### src/rtl/sram_pkg.sv
// Shared types and default geometry for the asynchronous SRAM controller.
package sram_pkg;
   localparam int ADDR_W_DEF  = 20;
   localparam int DATA_W_DEF  = 16;
   localparam int RD_WAIT_DEF = 2;
   localparam int WR_WAIT_DEF = 1;
   localparam int CNT_W       = $clog2(16);

   typedef enum logic [1:0] {
      IDLE    = 2'd0,
      RD      = 2'd1,
      WR      = 2'd2,
      WR_HOLD = 2'd3
   } sram_state_t;
endpackage

### src/rtl/sram_ctrl_if.sv
// Request/response channel between a requester and the SRAM controller.
interface sram_ctrl_if import sram_pkg::*; #(
   parameter int ADDR_W = ADDR_W_DEF,
   parameter int DATA_W = DATA_W_DEF
) ();
   logic                  req_valid;
   logic                  req_ready;
   logic                  req_we;
   logic [ADDR_W-1:0]     req_addr;
   logic [DATA_W/8-1:0]   req_be;
   logic [DATA_W-1:0]     req_wdata;
   logic                  rsp_valid;
   logic [DATA_W-1:0]     rsp_rdata;

   modport master (
      output req_valid, req_we, req_addr, req_be, req_wdata,
      input  req_ready, rsp_valid, rsp_rdata
   );

   modport slave (
      input  req_valid, req_we, req_addr, req_be, req_wdata,
      output req_ready, rsp_valid, rsp_rdata
   );
endinterface

### src/rtl/sram_wait_cnt.sv
// Wait-state down-counter: load on access start, decrement while enabled.
// done is high whenever the count has reached zero.
module sram_wait_cnt import sram_pkg::*; #(
   parameter int W = CNT_W
) (
   input  logic         clk,
   input  logic         rst,
   input  logic         load,
   input  logic [W-1:0] load_val,
   input  logic         en,
   output logic         done
);
   logic [W-1:0] cnt;

   always_ff @(posedge clk) begin
      if (rst) begin
         cnt <= '0;
      end else if (load) begin
         cnt <= load_val;
      end else if (en && cnt != '0) begin
         cnt <= cnt - W'(1);
      end
   end

   assign done = (cnt == '0);
endmodule

### src/rtl/sram_ctrl.sv
// Asynchronous SRAM controller: read rsp at N+RD_WAIT+1, write rsp at N+WR_WAIT+2,
// be==0 rsp at N+1; req_ready is high only in IDLE, so one access is in flight at a time.
module sram_ctrl import sram_pkg::*; #(
   parameter int ADDR_W  = ADDR_W_DEF,
   parameter int DATA_W  = DATA_W_DEF,
   parameter int RD_WAIT = RD_WAIT_DEF,
   parameter int WR_WAIT = WR_WAIT_DEF
) (
   input  logic                clk,
   input  logic                rst,
   sram_ctrl_if.slave          bus,
   output logic [ADDR_W-1:0]   sram_addr,
   output logic                sram_ce_n,
   output logic                sram_oe_n,
   output logic                sram_we_n,
   output logic [DATA_W/8-1:0] sram_be_n,
   output logic [DATA_W-1:0]   sram_dq_o,
   output logic                sram_dq_oe,
   input  logic [DATA_W-1:0]   sram_dq_i
);
   localparam int BE_W = DATA_W / 8;
   localparam logic [CNT_W-1:0] RD_LOAD = CNT_W'(RD_WAIT - 1);
   localparam logic [CNT_W-1:0] WR_LOAD = CNT_W'(WR_WAIT - 1);

   if ((DATA_W % 8) != 0 || DATA_W < 8) begin : g_bad_data_w
      $error("sram_ctrl: DATA_W must be a positive multiple of 8");
   end
   if (RD_WAIT < 1 || RD_WAIT > 15) begin : g_bad_rd_wait
      $error("sram_ctrl: RD_WAIT must be in 1..15");
   end
   if (WR_WAIT < 1 || WR_WAIT > 15) begin : g_bad_wr_wait
      $error("sram_ctrl: WR_WAIT must be in 1..15");
   end

   sram_state_t       state, state_nxt;
   logic [ADDR_W-1:0] addr_q;
   logic [BE_W-1:0]   be_q;
   logic [DATA_W-1:0] wdata_q;
   logic [DATA_W-1:0] lane_mask;
   logic              rsp_valid_q;
   logic [DATA_W-1:0] rsp_rdata_q;
   logic              accept;
   logic              rd_done;
   logic              cnt_load;
   logic [CNT_W-1:0]  cnt_load_val;
   logic              cnt_en;
   logic              cnt_done;

   sram_wait_cnt #(.W(CNT_W)) u_wait_cnt (
      .clk      (clk),
      .rst      (rst),
      .load     (cnt_load),
      .load_val (cnt_load_val),
      .en       (cnt_en),
      .done     (cnt_done)
   );

   assign bus.req_ready = (state == IDLE) && !rst;
   assign accept        = bus.req_valid && bus.req_ready;
   assign rd_done       = (state == RD) && cnt_done;

   for (genvar g = 0; g < BE_W; g++) begin : g_lane
      assign lane_mask[8*g +: 8] = {8{be_q[g]}};
   end

   always_ff @(posedge clk) begin
      if (rst) begin
         state <= IDLE;
      end else begin
         state <= state_nxt;
      end
   end

   always_comb begin
      state_nxt    = state;
      cnt_load     = 1'b0;
      cnt_load_val = '0;
      cnt_en       = 1'b0;
      sram_ce_n    = 1'b1;
      sram_oe_n    = 1'b1;
      sram_we_n    = 1'b1;
      sram_dq_oe   = 1'b0;
      sram_be_n    = '1;
      case (state)
         IDLE: begin
            // A zero byte-enable request is answered directly from IDLE without a bus cycle.
            if (accept && bus.req_be != '0) begin
               cnt_load = 1'b1;
               if (bus.req_we) begin
                  state_nxt    = WR;
                  cnt_load_val = WR_LOAD;
               end else begin
                  state_nxt    = RD;
                  cnt_load_val = RD_LOAD;
               end
            end
         end
         RD: begin
            sram_ce_n = 1'b0;
            sram_oe_n = 1'b0;
            sram_be_n = ~be_q;
            cnt_en    = 1'b1;
            if (cnt_done) state_nxt = IDLE;
         end
         WR: begin
            sram_ce_n  = 1'b0;
            sram_we_n  = 1'b0;
            sram_dq_oe = 1'b1;
            sram_be_n  = ~be_q;
            cnt_en     = 1'b1;
            if (cnt_done) state_nxt = WR_HOLD;
         end
         WR_HOLD: begin
            sram_ce_n  = 1'b0;
            sram_dq_oe = 1'b1;
            sram_be_n  = ~be_q;
            state_nxt  = IDLE;
         end
         default: state_nxt = IDLE;
      endcase
   end

   always_ff @(posedge clk) begin
      if (rst) begin
         addr_q      <= '0;
         be_q        <= '0;
         wdata_q     <= '0;
         rsp_valid_q <= 1'b0;
         rsp_rdata_q <= '0;
      end else begin
         if (accept) begin
            addr_q  <= bus.req_addr;
            be_q    <= bus.req_be;
            wdata_q <= bus.req_wdata;
         end
         rsp_valid_q <= rd_done || (state == WR_HOLD) || (accept && bus.req_be == '0);
         rsp_rdata_q <= rd_done ? (sram_dq_i & lane_mask) : '0;
      end
   end

   assign bus.rsp_valid = rsp_valid_q;
   assign bus.rsp_rdata = rsp_rdata_q;
   assign sram_addr     = addr_q;
   assign sram_dq_o     = wdata_q;
endmodule
### src/flat_wrapper.sv
// flat-port wrapper written by rule: the top's interface ports become plain ports
module sram_ctrl_flat import sram_pkg::*;
#(
   parameter int ADDR_W  = ADDR_W_DEF,
   parameter int DATA_W  = DATA_W_DEF,
   parameter int RD_WAIT = RD_WAIT_DEF,
   parameter int WR_WAIT = WR_WAIT_DEF
)
  (clk, rst, sram_addr, sram_ce_n, sram_oe_n, sram_we_n, sram_be_n, sram_dq_o, sram_dq_oe, sram_dq_i, bus_req_valid, bus_req_we, bus_req_addr, bus_req_be, bus_req_wdata, bus_req_ready, bus_rsp_valid, bus_rsp_rdata);
  sram_ctrl_if #(.ADDR_W(ADDR_W), .DATA_W(DATA_W)) bus_i ();
  input  logic clk;
  input  logic rst;
  output logic [ADDR_W-1:0] sram_addr;
  output logic sram_ce_n;
  output logic sram_oe_n;
  output logic sram_we_n;
  output logic [DATA_W/8-1:0] sram_be_n;
  output logic [DATA_W-1:0] sram_dq_o;
  output logic sram_dq_oe;
  input  logic [DATA_W-1:0] sram_dq_i;
  input wire logic [$bits(bus_i.req_valid)-1:0] bus_req_valid;
  input wire logic [$bits(bus_i.req_we)-1:0] bus_req_we;
  input wire logic [$bits(bus_i.req_addr)-1:0] bus_req_addr;
  input wire logic [$bits(bus_i.req_be)-1:0] bus_req_be;
  input wire logic [$bits(bus_i.req_wdata)-1:0] bus_req_wdata;
  output wire logic [$bits(bus_i.req_ready)-1:0] bus_req_ready;
  output wire logic [$bits(bus_i.rsp_valid)-1:0] bus_rsp_valid;
  output wire logic [$bits(bus_i.rsp_rdata)-1:0] bus_rsp_rdata;
  assign bus_i.req_valid = bus_req_valid;
  assign bus_i.req_we = bus_req_we;
  assign bus_i.req_addr = bus_req_addr;
  assign bus_i.req_be = bus_req_be;
  assign bus_i.req_wdata = bus_req_wdata;
  assign bus_req_ready = bus_i.req_ready;
  assign bus_rsp_valid = bus_i.rsp_valid;
  assign bus_rsp_rdata = bus_i.rsp_rdata;
  sram_ctrl #(.ADDR_W(ADDR_W), .DATA_W(DATA_W), .RD_WAIT(RD_WAIT), .WR_WAIT(WR_WAIT)) u_core (.clk(clk), .rst(rst), .bus(bus_i), .sram_addr(sram_addr), .sram_ce_n(sram_ce_n), .sram_oe_n(sram_oe_n), .sram_we_n(sram_we_n), .sram_be_n(sram_be_n), .sram_dq_o(sram_dq_o), .sram_dq_oe(sram_dq_oe), .sram_dq_i(sram_dq_i));
endmodule
### config.mk
export PLATFORM = sky130hd
export DESIGN_NAME = sram_ctrl_flat
export DESIGN_NICKNAME = d
export VERILOG_FILES = /design/src/rtl/sram_pkg.sv /design/src/rtl/sram_ctrl_if.sv /design/src/rtl/sram_wait_cnt.sv /design/src/rtl/sram_ctrl.sv /design/src/flat_wrapper.sv
export SDC_FILE = /design/constraint.sdc
export NUM_CORES = 1
export LEC_CHECK = 0
export BUFFER_PORTS_ARGS = -buffer_cell sky130_fd_sc_hd__buf_2
export CORE_MARGIN = 2
export CORE_UTILIZATION = 49
export CTS_CLUSTER_SIZE = 8
export DETAILED_ROUTE_END_ITERATION = 16
export GPL_TIMING_DRIVEN = 0
export HOLD_SLACK_MARGIN = 0.03
export PLACE_DENSITY = 0.85
export SKIP_CTS_REPAIR_TIMING = 1
export SLEW_MARGIN = 15
export SYNTH_ARGS = -nofsm -noshare
export SYNTH_HDL_FRONTEND = slang
export SYNTH_HIERARCHICAL = 1
export SYNTH_SLANG_ARGS = --single-unit
export TNS_END_PERCENT = 100
### constraint.sdc
create_clock -name clk -period 4.9 [get_ports clk]
set_clock_uncertainty 0.1 [all_clocks]
set_input_delay 0.49 -clock clk [delete_from_list [all_inputs] [get_ports clk]]
set_output_delay 0.49 -clock clk [all_outputs]
set_load 0.01 [all_outputs]
# After elaboration in Yosys (flattened, before gate mapping)
# Cells that the tools add are included.
dict set report word_totals {
  regBits 61
  latchBits 0
  ram_bits 0
  mem_bits_ro 0
  wordCells 55
  memories 0
}
dict set report classes {
  add_sub_neg 1
  n_mul 0
  div 0
  n_lt_le_gt_ge 0
  eq_ne 6
  shifts 0
  mux 18
  n_bitwise 3
  reduce_logical 20
}
# cell n
set ops {}
lappend ops {{16-bit AND} 1}
lappend ops {{4-bit 2-to-1 mux} 4}
lappend ops {{2-bit 2-to-1 mux} 5}
lappend ops {{1-bit 2-to-1 mux} 8}
lappend ops {{2-bit one-hot mux with 4 select lines} 1}
lappend ops {{1-bit logical AND} 6}
lappend ops {{2-bit OR reduction} 3}
lappend ops {{2-bit == test, second input constant} 2}
lappend ops {{2-bit logical NOT} 2}
lappend ops {{4-bit logical NOT} 1}
lappend ops {{2-bit by 1-bit inequality test with 1-bit output, second input constant} 2}
lappend ops {{2-bit nonzero test} 2}
lappend ops {{4-bit nonzero test} 1}
lappend ops {{4-bit by 1-bit subtractor with 4-bit output, second input constant} 1}
lappend ops {{3-bit AND reduction} 1}
lappend ops {{3-bit OR reduction} 1}
lappend ops {{2-bit by 1-bit == test with 1-bit output, second input constant} 1}
lappend ops {{1-bit logical OR} 2}
lappend ops {{2-bit inequality test, second input constant} 1}
lappend ops {{2-bit NOT} 1}
lappend ops {{1-bit logical NOT} 1}
lappend ops {{1-bit NOT} 1}

# Logic depth before layout (Yosys ltp)
# Gate-level depths: netlist of run 1.
dict set report depth {
  ltp_word 7
  mapped_depth 9
}

# By module
# The synthesis of run 1 kept the hierarchy.
# mod instances cells_per_inst area_per_inst_um2
set by_module_without_submodules {}
lappend by_module_without_submodules {sram_ctrl 1 235 2134.5}
lappend by_module_without_submodules {sram_wait_cnt 1 29 262.8}

# Worst setup path after synthesis of run 1
# No wires, ideal clock.
dict set report synth_timing {
  kind {register to register}
  from {register u_core.state[0]}
  to {register u_core.u_wait_cnt.cnt[1]}
  arrival_ns 1.550
  required_ns 4.678
  path_slack_ns 3.128
  stages_incl_launch_ff 8
  path_buffers 0
  cell_sequence {dfxtp_1 -> inv_1 -> ha_1 -> nor2b_2 -> nand2_1 -> nor2_1 -> nor3_1 -> a311o_1}
}
dict set report synth_between {
  elab_chain_cells 7
  word_cells_on_any_way 14
  cone_classes {eq/ne (2); mux (5); reduce/logical (7)}
}
# item line
set synth_lines {}
lappend synth_lines {{start: declaration} sram_ctrl.sv:35} ;# sram_state_t state, state_nxt;
lappend synth_lines {{start signal: assignment} sram_ctrl.sv:70} ;# state <= state_nxt;
lappend synth_lines {{2-bit logical NOT *} sram_ctrl.sv:58} ;# assign bus.req_ready = (state == IDLE) && !rst;
lappend synth_lines {{1-bit logical AND *} sram_ctrl.sv:58}
lappend synth_lines {{net bus_req_ready} flat_wrapper.sv:26} ;# output wire logic [$bits(bus_i.req_ready)-1:0] bus_req_ready;
lappend synth_lines {{1-bit logical AND *} sram_ctrl.sv:59} ;# assign accept = bus.req_valid && bus.req_ready;
lappend synth_lines {{1-bit logical AND *} sram_ctrl.sv:87} ;# if (accept && bus.req_be != '0) begin
lappend synth_lines {{1-bit 2-to-1 mux *} sram_ctrl.sv:87}
lappend synth_lines {{1-bit 2-to-1 mux *} sram_ctrl.sv:84} ;# case (state)
lappend synth_lines {{net u_core.cnt_load} sram_ctrl.sv:44} ;# logic cnt_load;
lappend synth_lines {{4-bit 2-to-1 mux or 2-bit nonzero test (tied branches)} --}
lappend synth_lines {{end signal: assignment} sram_wait_cnt.sv:19} ;# cnt <= load_val;
lappend synth_lines {{end signal: assignment} sram_wait_cnt.sv:21} ;# cnt <= cnt - W'(1);
lappend synth_lines {{end: declaration} sram_wait_cnt.sv:13} ;# logic [W-1:0] cnt;
# The timed path passes the listed nets; every way through them passes the cells marked *.
# A chain may end at the register's enable or synchronous reset.

# Worst setup path in the final report of run 1
dict set report layout_timing {
  from {register u_core.state[0]}
  to {output port sram_dq_oe}
}
dict set report layout_between {
  elab_chain_cells 3
  word_cells_on_any_way 4
  cone_classes {eq/ne (2); mux (1); reduce/logical (1)}
}
# item line
set layout_lines {}
lappend layout_lines {{2-bit == test} sram_ctrl.sv:84}
lappend layout_lines {{2-bit OR reduction (no source line) *} --}
lappend layout_lines {{1-bit 2-to-1 mux *} sram_ctrl.sv:84}
lappend layout_lines {{end: declaration} flat_wrapper.sv:19} ;# output logic sram_dq_oe;
# Mark *: on every way between the ends. The rest lies on a longest branch, timed or not.

==> results of run 1 <==
[power breakdown]
group          leakage (nW)  total [mW]  internal [mW]  switching, mW
combinational         0.955       0.543          0.242          0.301
sequential            0.499       0.628          0.581         0.0471
clock                 0.108       0.457          0.274          0.184
total                  1.56        1.63           1.10          0.532
[stage by stage]
step | instance area [µm²] | total power, mW | hold slack, ns | setup WS [ns]
finish | 3280 | 1.63 | 0.261 | 2.78
floorplan | 2400 | 1.00 | 0.366 | 3.13
CTS | 3280 | 1.64 | 0.243 | 2.75
global placement | 3070 | 1.16 | 0.348 | 2.96
global route | 3280 | 1.73 | 0.245 | 2.66
detailed placement | 3070 | 1.18 | 0.350 | 2.90
[cell type report]
| class | instances | area [µm²] |
|---|---|---|
| buffer | 13 | 88.8 |
| clock buffer | 12 | 165 |
| multi-input combinational | 184 | 1060 |
| fill | 394 | 1440 |
| tap | 67 | 83.8 |
| inverter | 8 | 30.0 |
| clock inverter | 3 | 43.8 |
| timing repair buffer | 117 | 586 |
| sequential | 61 | 1220 |
[flip-flops by register name, summed over array words and instances, names as in the netlist]
register and flops:
u_core/state 2, u_core/bus.rsp_rdata 16, u_core/u_wait_cnt/cnt 4, u_core/be_q 2
u_core/sram_addr 20, u_core/sram_dq_o 16, u_core/bus.rsp_valid 1
[worst max-delay path by stage]
stage                                   startpoint                  endpoint
final                              u_core/state[0]                sram_dq_oe
after global placement    u_core/u_wait_cnt/cnt[1]  u_core/bus.rsp_rdata[15]
after CTS                          u_core/state[0]                sram_dq_oe
after global routing               u_core/state[0]                sram_dq_oe
after floorplan                    u_core/state[0]  u_core/u_wait_cnt/cnt[1]
after detailed placement  u_core/u_wait_cnt/cnt[1]   u_core/bus.rsp_rdata[8]
[cells in the mapped netlist]
master / count / area (µm²)
o21ai_1: 32 / 160
a211oi_1: 1 / 7.51
ha_1: 6 / 75.1
nor2_1: 10 / 37.5
nand2b_1: 42 / 263
nand4b_1: 1 / 8.76
nand2_1: 44 / 165
clkbuf_1: 6 / 22.5
nor2b_2: 1 / 8.76
inv_1: 8 / 30.0
nand3_1: 1 / 5.00
o21bai_1: 1 / 7.51
o21ai_0: 8 / 40.0
a31o_2: 1 / 8.76
a21oi_1: 2 / 10.0
nor4b_2: 1 / 15.0
buf_6: 5 / 56.3
or3b_4: 1 / 11.3
a311oi_1: 2 / 17.5
a2111oi_4: 1 / 27.5
or2_2: 1 / 6.26
dfxtp_1: 61 / 1220
clkbuf_2: 1 / 5.00
buf_2: 1 / 5.00
a311o_1: 1 / 10.0
a221oi_2: 1 / 15.0
a21o_1: 1 / 7.51
nor3_1: 2 / 10.0
and2_1: 17 / 106
conb_1: 1 / 3.75
mux2i_1: 3 / 30.0
[worst max-delay path: stages, from the launching register on]
cell	delay (ns)
dfxtp_1	0.39
inv_1	0.11
ha_1	0.26
or2_2	0.30
buf_2	0.14
[cell families after synthesis]
| logic type | after synthesis |
|---|---|
| flops | 61 |
| fa+ha+maj | 6 |
| buf+inv | 21 |
| compound gates | 51 |
| mux | 3 |
| other cells | 1 |
| simple gates | 121 |
[per-layer routing]
metal  GRT usage  routed length [µm]
met5           0                   0
met4      0.0788                  71
met3      0.0745                 396
met2       0.365                2790
met1       0.231                2410
==> results.yml, run 1 <==
status:
  status: "complete, no violations"
yosys:
  ys.warnings.count: 6
  syn_area_per_cell_um2: 9.08
  synthCells: 264
  synth_cell_types: 31
  synth-compound-area-share: 0.130
  synth_top_family_by_area: "simple AND/OR/NAND/NOR gates"
  synth_adder_area_share: 0.0313
  yosysSeqAreaShare: 0.509
  yosys.area_share.simple: 0.266
  synthMuxAreaShare: 0.0125
  synth-xor-area-share: 0
  syn_area_mm2: 0.00240
  ys_ff_latch: 61
setup_path:
  crit_fanout: 5
  r2r_setup_slack_ns: 2.89
  startpoint_type: "flop"
  r2r_cells: 7
  crit_required_ns: 4.31
  cp_data_arrival_time_ns: 1.53
  endpoint_kind: "output port"
  rr_startpoint: "u_core/u_wait_cnt/cnt[1]"
  path_class: "reg2out"
  r2r-end: "u_core/bus.rsp_rdata[8]"
cts:
  cts_buffers: 9
  cts.sink_count: 61
  root_buffer: "clkbuf_8"
  htree_levels: 3
  cts_tree: "yes"
  clk_latency_ns: 0.32
  clkSlewWorstSetupHoldPaths_ns: 0.07
  cts_buffer_depth: 2
job:
  max_cap_violations: 0
drt:
  drt-vias-per-instance: 4.62
  wirelength_um: 5670
  drtPass1Iterations: 4
  ant_nets: 0
  num_vias: 2150
  wl_per_cell_um: 12.2
  drc: 0
  drtIter0Drc: 67
place:
  portBuffers: 117
  dp_hpwl_um: 4230
  numPlacedInstances: 450
  gp_congestion: 0.826
final_layout:
  area_delta_synth_final_pct: 37.0
  diodes: 0
  fin_cells: 465
  drive_gt1_frac: 0.367
  fin_nets: 458
  final_common_cell: "buf_2"
  layout_common_cells: "buf_2 (118), dfxtp_1 (61), nand2_1 (44), nand2b_1 (42), o21ai_1 (32)"
  utilization: 0.695
timing:
  timing.final.crit_share: 0.432
  rsz0062_at_grt: "false"
  finalHoldViolations: 0
  tns_ns: 0
  finalSetupViolCount: 0
  slew_viol_final: 0
  min_period_ns: 2.12
  fmax_mhz: 472
hold_path:
  holdCritStartpoint: "sram_dq_i[11]"
  worstHoldPathCells: 2
  whs_endpoint: "u_core/bus.rsp_rdata[11]"
  hold_class: "in2reg"
grt:
  grt_max_degree: 15
  grtUsageTotal: 0.208
  grt_pass1_vias: 2017
  antenna_found_initial: 0
  grt_pass1_wl_um: 8630
  grt_overflow_total: 0
floorplan:
  core_region_area_mm2: 0.00472
  die_w_um: 73.9
  rows: 25
  die_y_um: 73.9
  start_util: 0.508
  pin_count: 118
  die_area_mm2: 0.00547
power:
  peakVddDrop_v: 0.000291
  cellPowerDensity_mw_per_mm2: 496
  p_leak_nw: 1.56
Note: power is estimated with default switching activity, not from simulation.
==> inputs of run 2 (changes only) <==
Settings changed: ABC_AREA set to 1, CORE_UTILIZATION 49 to 45, PLACE_DENSITY 0.85 to 0.79.
Clock period 4.9 ns to 2 ns, I/O delays scaled along.
==> results.yml, run 2 <==
setup_path:
  crit_fanout: 4
  path_class: "reg2out"
  endpoint_kind: "output port"
  startpoint_type: "flop"
  crit_required_ns: 1.70
  cp_data_arrival_time_ns: 1.53
yosys:
  synthCells: 303
  syn_area_mm2: 0.00233
  synth_ff_type: "dfxtp_1"
  synth_common_cells: "nand2_1 (94), dfxtp_1 (61), o21ai_1 (35)"
  ys.warnings.count: 6
  synth_async_sr_flop_share: 0
  yosys.area.top_type: "dfxtp_1"
  synth_area_leaders: "dfxtp_1 (52%), nand2_1 (15%), o21ai_1 (7.5%)"
  synth-edff-count: 0
  synth_top_area_share: 0.524
  yosysSeqAreaShare: 0.524
  syn_area_per_cell_um2: 7.69
  synth_cell_types: 25
  yosysMostFrequentCell: "nand2_1"
  ys_ff_latch: 61
final_layout:
  diodes: 0
  final_cell_area_mm2: 0.00371
  area_delta_synth_final_pct: 59.2
  multiInputGateArea_um2: 898
  layout_common_cells: "buf_2 (120), nand2_1 (94), dfxtp_1 (61), dlygate4sd3_1 (54), o21ai_1 (35)"
  final-seq-area_mm2: 0.00122
  final_common_cell: "buf_2"
  nFillCells: 381
  fin_nets: 551
  drive_gt1_frac: 0.295
  largest_reg_flops: 20
grt:
  antenna_found_initial: 0
  grt_pass1_wl_um: 9570
  grt_overflow_total: 0
  grt_pass1_vias: 2237
  grtUsageTotal: 0.202
  grt_max_degree: 11
cts:
  cts_buffers: 9
  clk_latency_ns: 0.32
  cts_buffer_depth: 2
  htree_levels: 3
  cts_tree: "yes"
  root_buffer: "clkbuf_8"
  clkSlewWorstSetupHoldPaths_ns: 0.06
  cts.sink_count: 61
drt:
  drt-vias-per-instance: 4.50
  wl_per_cell_um: 11.8
  num_vias: 2524
  drtIter0Drc: 94
  ant_nets: 0
  wirelength_um: 6650
  drc: 0
  drtPass1Iterations: 4
power:
  cellPowerDensity_mw_per_mm2: 1020
  p_leak_nw: 1.91
  peakVddDrop_v: 0.000639
floorplan:
  core_region_area_mm2: 0.00504
  die_y_um: 76.0
  die_area_mm2: 0.00577
  die_w_um: 76.0
  pin_count: 118
  rows: 26
  start_util: 0.462
status:
  status: "complete, no violations"
timing:
  min_period_ns: 1.83
  finalSetupViolCount: 0
  hold_slack_ns: 0.0249
  rsz0062_at_grt: "false"
  fmax_mhz: 547
  timing.final.crit_share: 0.915
  finalHoldViolations: 0
  slew_viol_final: 0
  tns_ns: 0
hold_path:
  hold_class: "in2reg"
place:
  portBuffers: 117
  dpl_cell_area_mm2: 0.00301
  gp_congestion: 0.798
  dp_hpwl_um: 4140
job:
  max_cap_violations: 0
-- run 2: cell types whose count changed in the layout (fill, tap and decap cells not counted), sizes merged, moves of 17 or more --
cell	before	now
dlygate4sd3	0	54
nand2	44	96
nand2b	42	0
inv	8	35
and2	17	0
nor2	10	27
-- run 2: area by class of cell --
type	instances	share of cell area
multi-input cells	195	0.242
plain buffers	13	0.0223
repair buffers	171	0.303
clock buffers	13	0.0401
well taps	70	0.0236
flip-flops and latches	61	0.329
clock inverters	2	0.00270
inverters	36	0.0367
-- run 2: final timing paths --
kind,from,to,slack (ns),cells past startpoint
setup / recovery,u_core/state[0],sram_dq_oe,0.17,4
hold / removal,bus_req_wdata[8],u_core/sram_dq_o[8],0.02,3
setup reg to reg,u_core/state[0],u_core/u_wait_cnt/cnt[3],0.22,10
hold reg to reg,u_core/sram_dq_o[11],u_core/sram_dq_o[11],0.37,2
-- run 2: power by group --
group / internal (mW) / leakage [nW] / switching (mW)
clock network: 0.474 / 0.0833 / 0.435
logic: 0.568 / 1.33 / 0.741
registers: 1.44 / 0.499 / 0.127
total: 2.48 / 1.91 / 1.30
-- run 2: cell families (layout without fill, tap and decap cells) --
group,count (synthesis),in the layout,synth area share
buffers and inverters,49,235,0.0939
flip-flops,61,61,0.524
other,1,3,0.00161
adder cells (fa/ha/maj),6,6,0.0322
XOR/XNOR,1,1,0.00376
AO/OA/AOI/OAI,51,51,0.113
AND/OR/NAND/NOR,134,134,0.232
-- run 2: metal layers --
layer	share of wire	routed length (µm)	track usage	vias up
met5	0	0	0	-
met1	0.42	2770	0.233	1137
li1	-	-	-	1295
met3	0.055	368	0.0533	7
met4	0.0086	57	0.0764	0
met2	0.52	3450	0.358	85
-- run 2: critical path, cell delays in order, from the launching register on --
cell and delay, ns:
dfxtp_1 0.40, inv_1 0.11, ha_1 0.25, or2_2 0.30
buf_2 0.14
-- run 2: through the flow --
stage | setup WS [ns] | power, mW | utilization | cells
2_1_floorplan | 0.329 | 2.37 | - | 305
3_3_place_gp | 0.345 | 2.74 | 0.597 | 492
3_5_place_dp | 0.258 | 2.78 | 0.597 | 492
4_1_cts | 0.154 | 3.69 | 0.629 | 507
5_1_grt | 0.0771 | 4.04 | 0.736 | 561
6_report | 0.170 | 3.78 | 0.736 | 561
==> inputs of run 3 (changes only) <==
Settings changed: CORE_UTILIZATION 45 to 40, PLACE_DENSITY 0.79 to 0.72.
==> results.yml, run 3 (synthesis gave the netlist of run 2 again) <==
setup_path:
  critPathTopFamily: "flip-flops"
  crit_fanout: 4
  r2r_setup_slack_ns: 0.26
  path_class: "reg2out"
  startpoint_type: "flop"
  endpoint_kind: "output port"
  critPathMaxStageDelay_ns: 0.38
  crit_required_ns: 1.70
  cp_slowest_cell: "dfxtp_1"
  path_cells: "inv_1, ha_1, or2_2, buf_2"
  crit_buf_inv: 2
  cp_data_arrival_time_ns: 1.48
final_layout:
  largest_reg_flops: 20
  drive_gt1_frac: 0.299
  final_cell_area_mm2: 0.00375
  area_delta_synth_final_pct: 60.8
  layout_common_cells: "buf_2 (120), nand2_1 (94), dfxtp_1 (61), dlygate4sd3_1 (55), o21ai_1 (35)"
  fin_nets: 552
  final_common_cell: "buf_2"
  diodes: 0
  nFillCells: 475
grt:
  grt_pass1_vias: 2060
  antenna_found_initial: 0
  grtUsageTotal: 0.179
  grt_max_degree: 11
  grt_pass1_wl_um: 8870
  grt_overflow_total: 0
power:
  cellPowerDensity_mw_per_mm2: 1030
  p_leak_nw: 1.93
  peakVddDrop_v: 0.000550
cts:
  clkSlewWorstSetupHoldPaths_ns: 0.06
  htree_levels: 3
  cts_tree: "yes"
  clk_latency_ns: 0.32
  root_buffer: "clkbuf_8"
  cts_buffers: 9
  cts.sink_count: 61
  cts_buffer_depth: 2
drt:
  drtPass1Iterations: 7
  drc: 0
  wl_per_cell_um: 11.4
  drtIter0Drc: 97
  num_vias: 2500
  ant_nets: 0
  drt-vias-per-instance: 4.44
  wirelength_um: 6420
job:
  max_cap_violations: 0
place:
  dpl_cell_area_mm2: 0.00301
  gp_congestion: 0.804
  portBuffers: 117
  dp_hpwl_um: 4110
floorplan:
  core_region_area_mm2: 0.00557
  die_w_um: 80.3
  die_area_mm2: 0.00645
  rows: 27
  die_y_um: 80.3
  pin_count: 118
  start_util: 0.418
timing:
  tns_ns: 0
  slew_viol_final: 0
  finalSetupViolCount: 0
  rsz0062_at_grt: "false"
  fmax_mhz: 561
  timing.final.crit_share: 0.891
  min_period_ns: 1.78
  finalHoldViolations: 0
hold_path:
  hold_class: "in2reg"
status:
  status: "complete, no violations"
run 3: path summary, 6_finish.rpt:
path,startpoint,endpoint,depth (start not counted)
worst min-delay path,bus_req_we,u_core/u_wait_cnt/cnt[0],4
worst max-delay path,u_core/state[0],sram_dq_oe,4
worst max register to register,u_core/state[0],u_core/u_wait_cnt/cnt[3],10
worst min register to register,u_core/sram_addr[3],u_core/sram_addr[3],2
run 3: layout make-up:
| cell class | instances | area, µm² | share of cell area |
|---|---|---|---|
| multi-input cells | 195 | 898 | 0.240 |
| clock buffers | 13 | 179 | 0.0477 |
| flip-flops and latches | 61 | 1220 | 0.326 |
| clock inverters | 1 | 5.00 | 0.00134 |
| repair buffers | 172 | 1140 | 0.303 |
| plain buffers | 13 | 82.6 | 0.0220 |
| well taps | 72 | 90.1 | 0.0240 |
| inverters | 36 | 136 | 0.0364 |
run 3: through the flow:
step | util | hold WS (ns) | setup WS, ns | instances | total power, mW
after floorplan | - | 0.162 | 0.329 | 305 | 2.37
after global placement | 0.541 | 0.301 | 0.246 | 494 | 2.75
after detailed placement | 0.541 | 0.308 | 0.252 | 494 | 2.77
after CTS | 0.574 | -0.0395 | 0.184 | 508 | 3.79
after global routing | 0.673 | 0.176 | 0.0326 | 563 | 4.11
final | 0.673 | 0.158 | 0.217 | 563 | 3.85
run 3: report_power, final:
| part | internal (mW) | total (mW) | leakage [nW] | switching [mW] |
|---|---|---|---|---|
| clock | 0.570 | 1.00 | 0.0974 | 0.431 |
| sequential | 1.44 | 1.56 | 0.499 | 0.126 |
| combinational | 0.568 | 1.29 | 1.33 | 0.719 |
run 3: per-layer routing:
layer	global-route usage	wire length, µm
met1	0.214	2810
met2	0.280	3030
met3	0.0663	491
met4	0.0915	85
met5	0	0
run 3: worst reg2reg max path: stages, from the launching register on:
cell and delay, ns:
dfxtp_1 0.34, inv_1 0.11, ha_1 0.20, inv_1 0.05
nor2_1 0.14, nand3_1 0.14, inv_1 0.12, inv_2 0.09
or2_0 0.20, nand3_1 0.10, a21oi_2 0.05
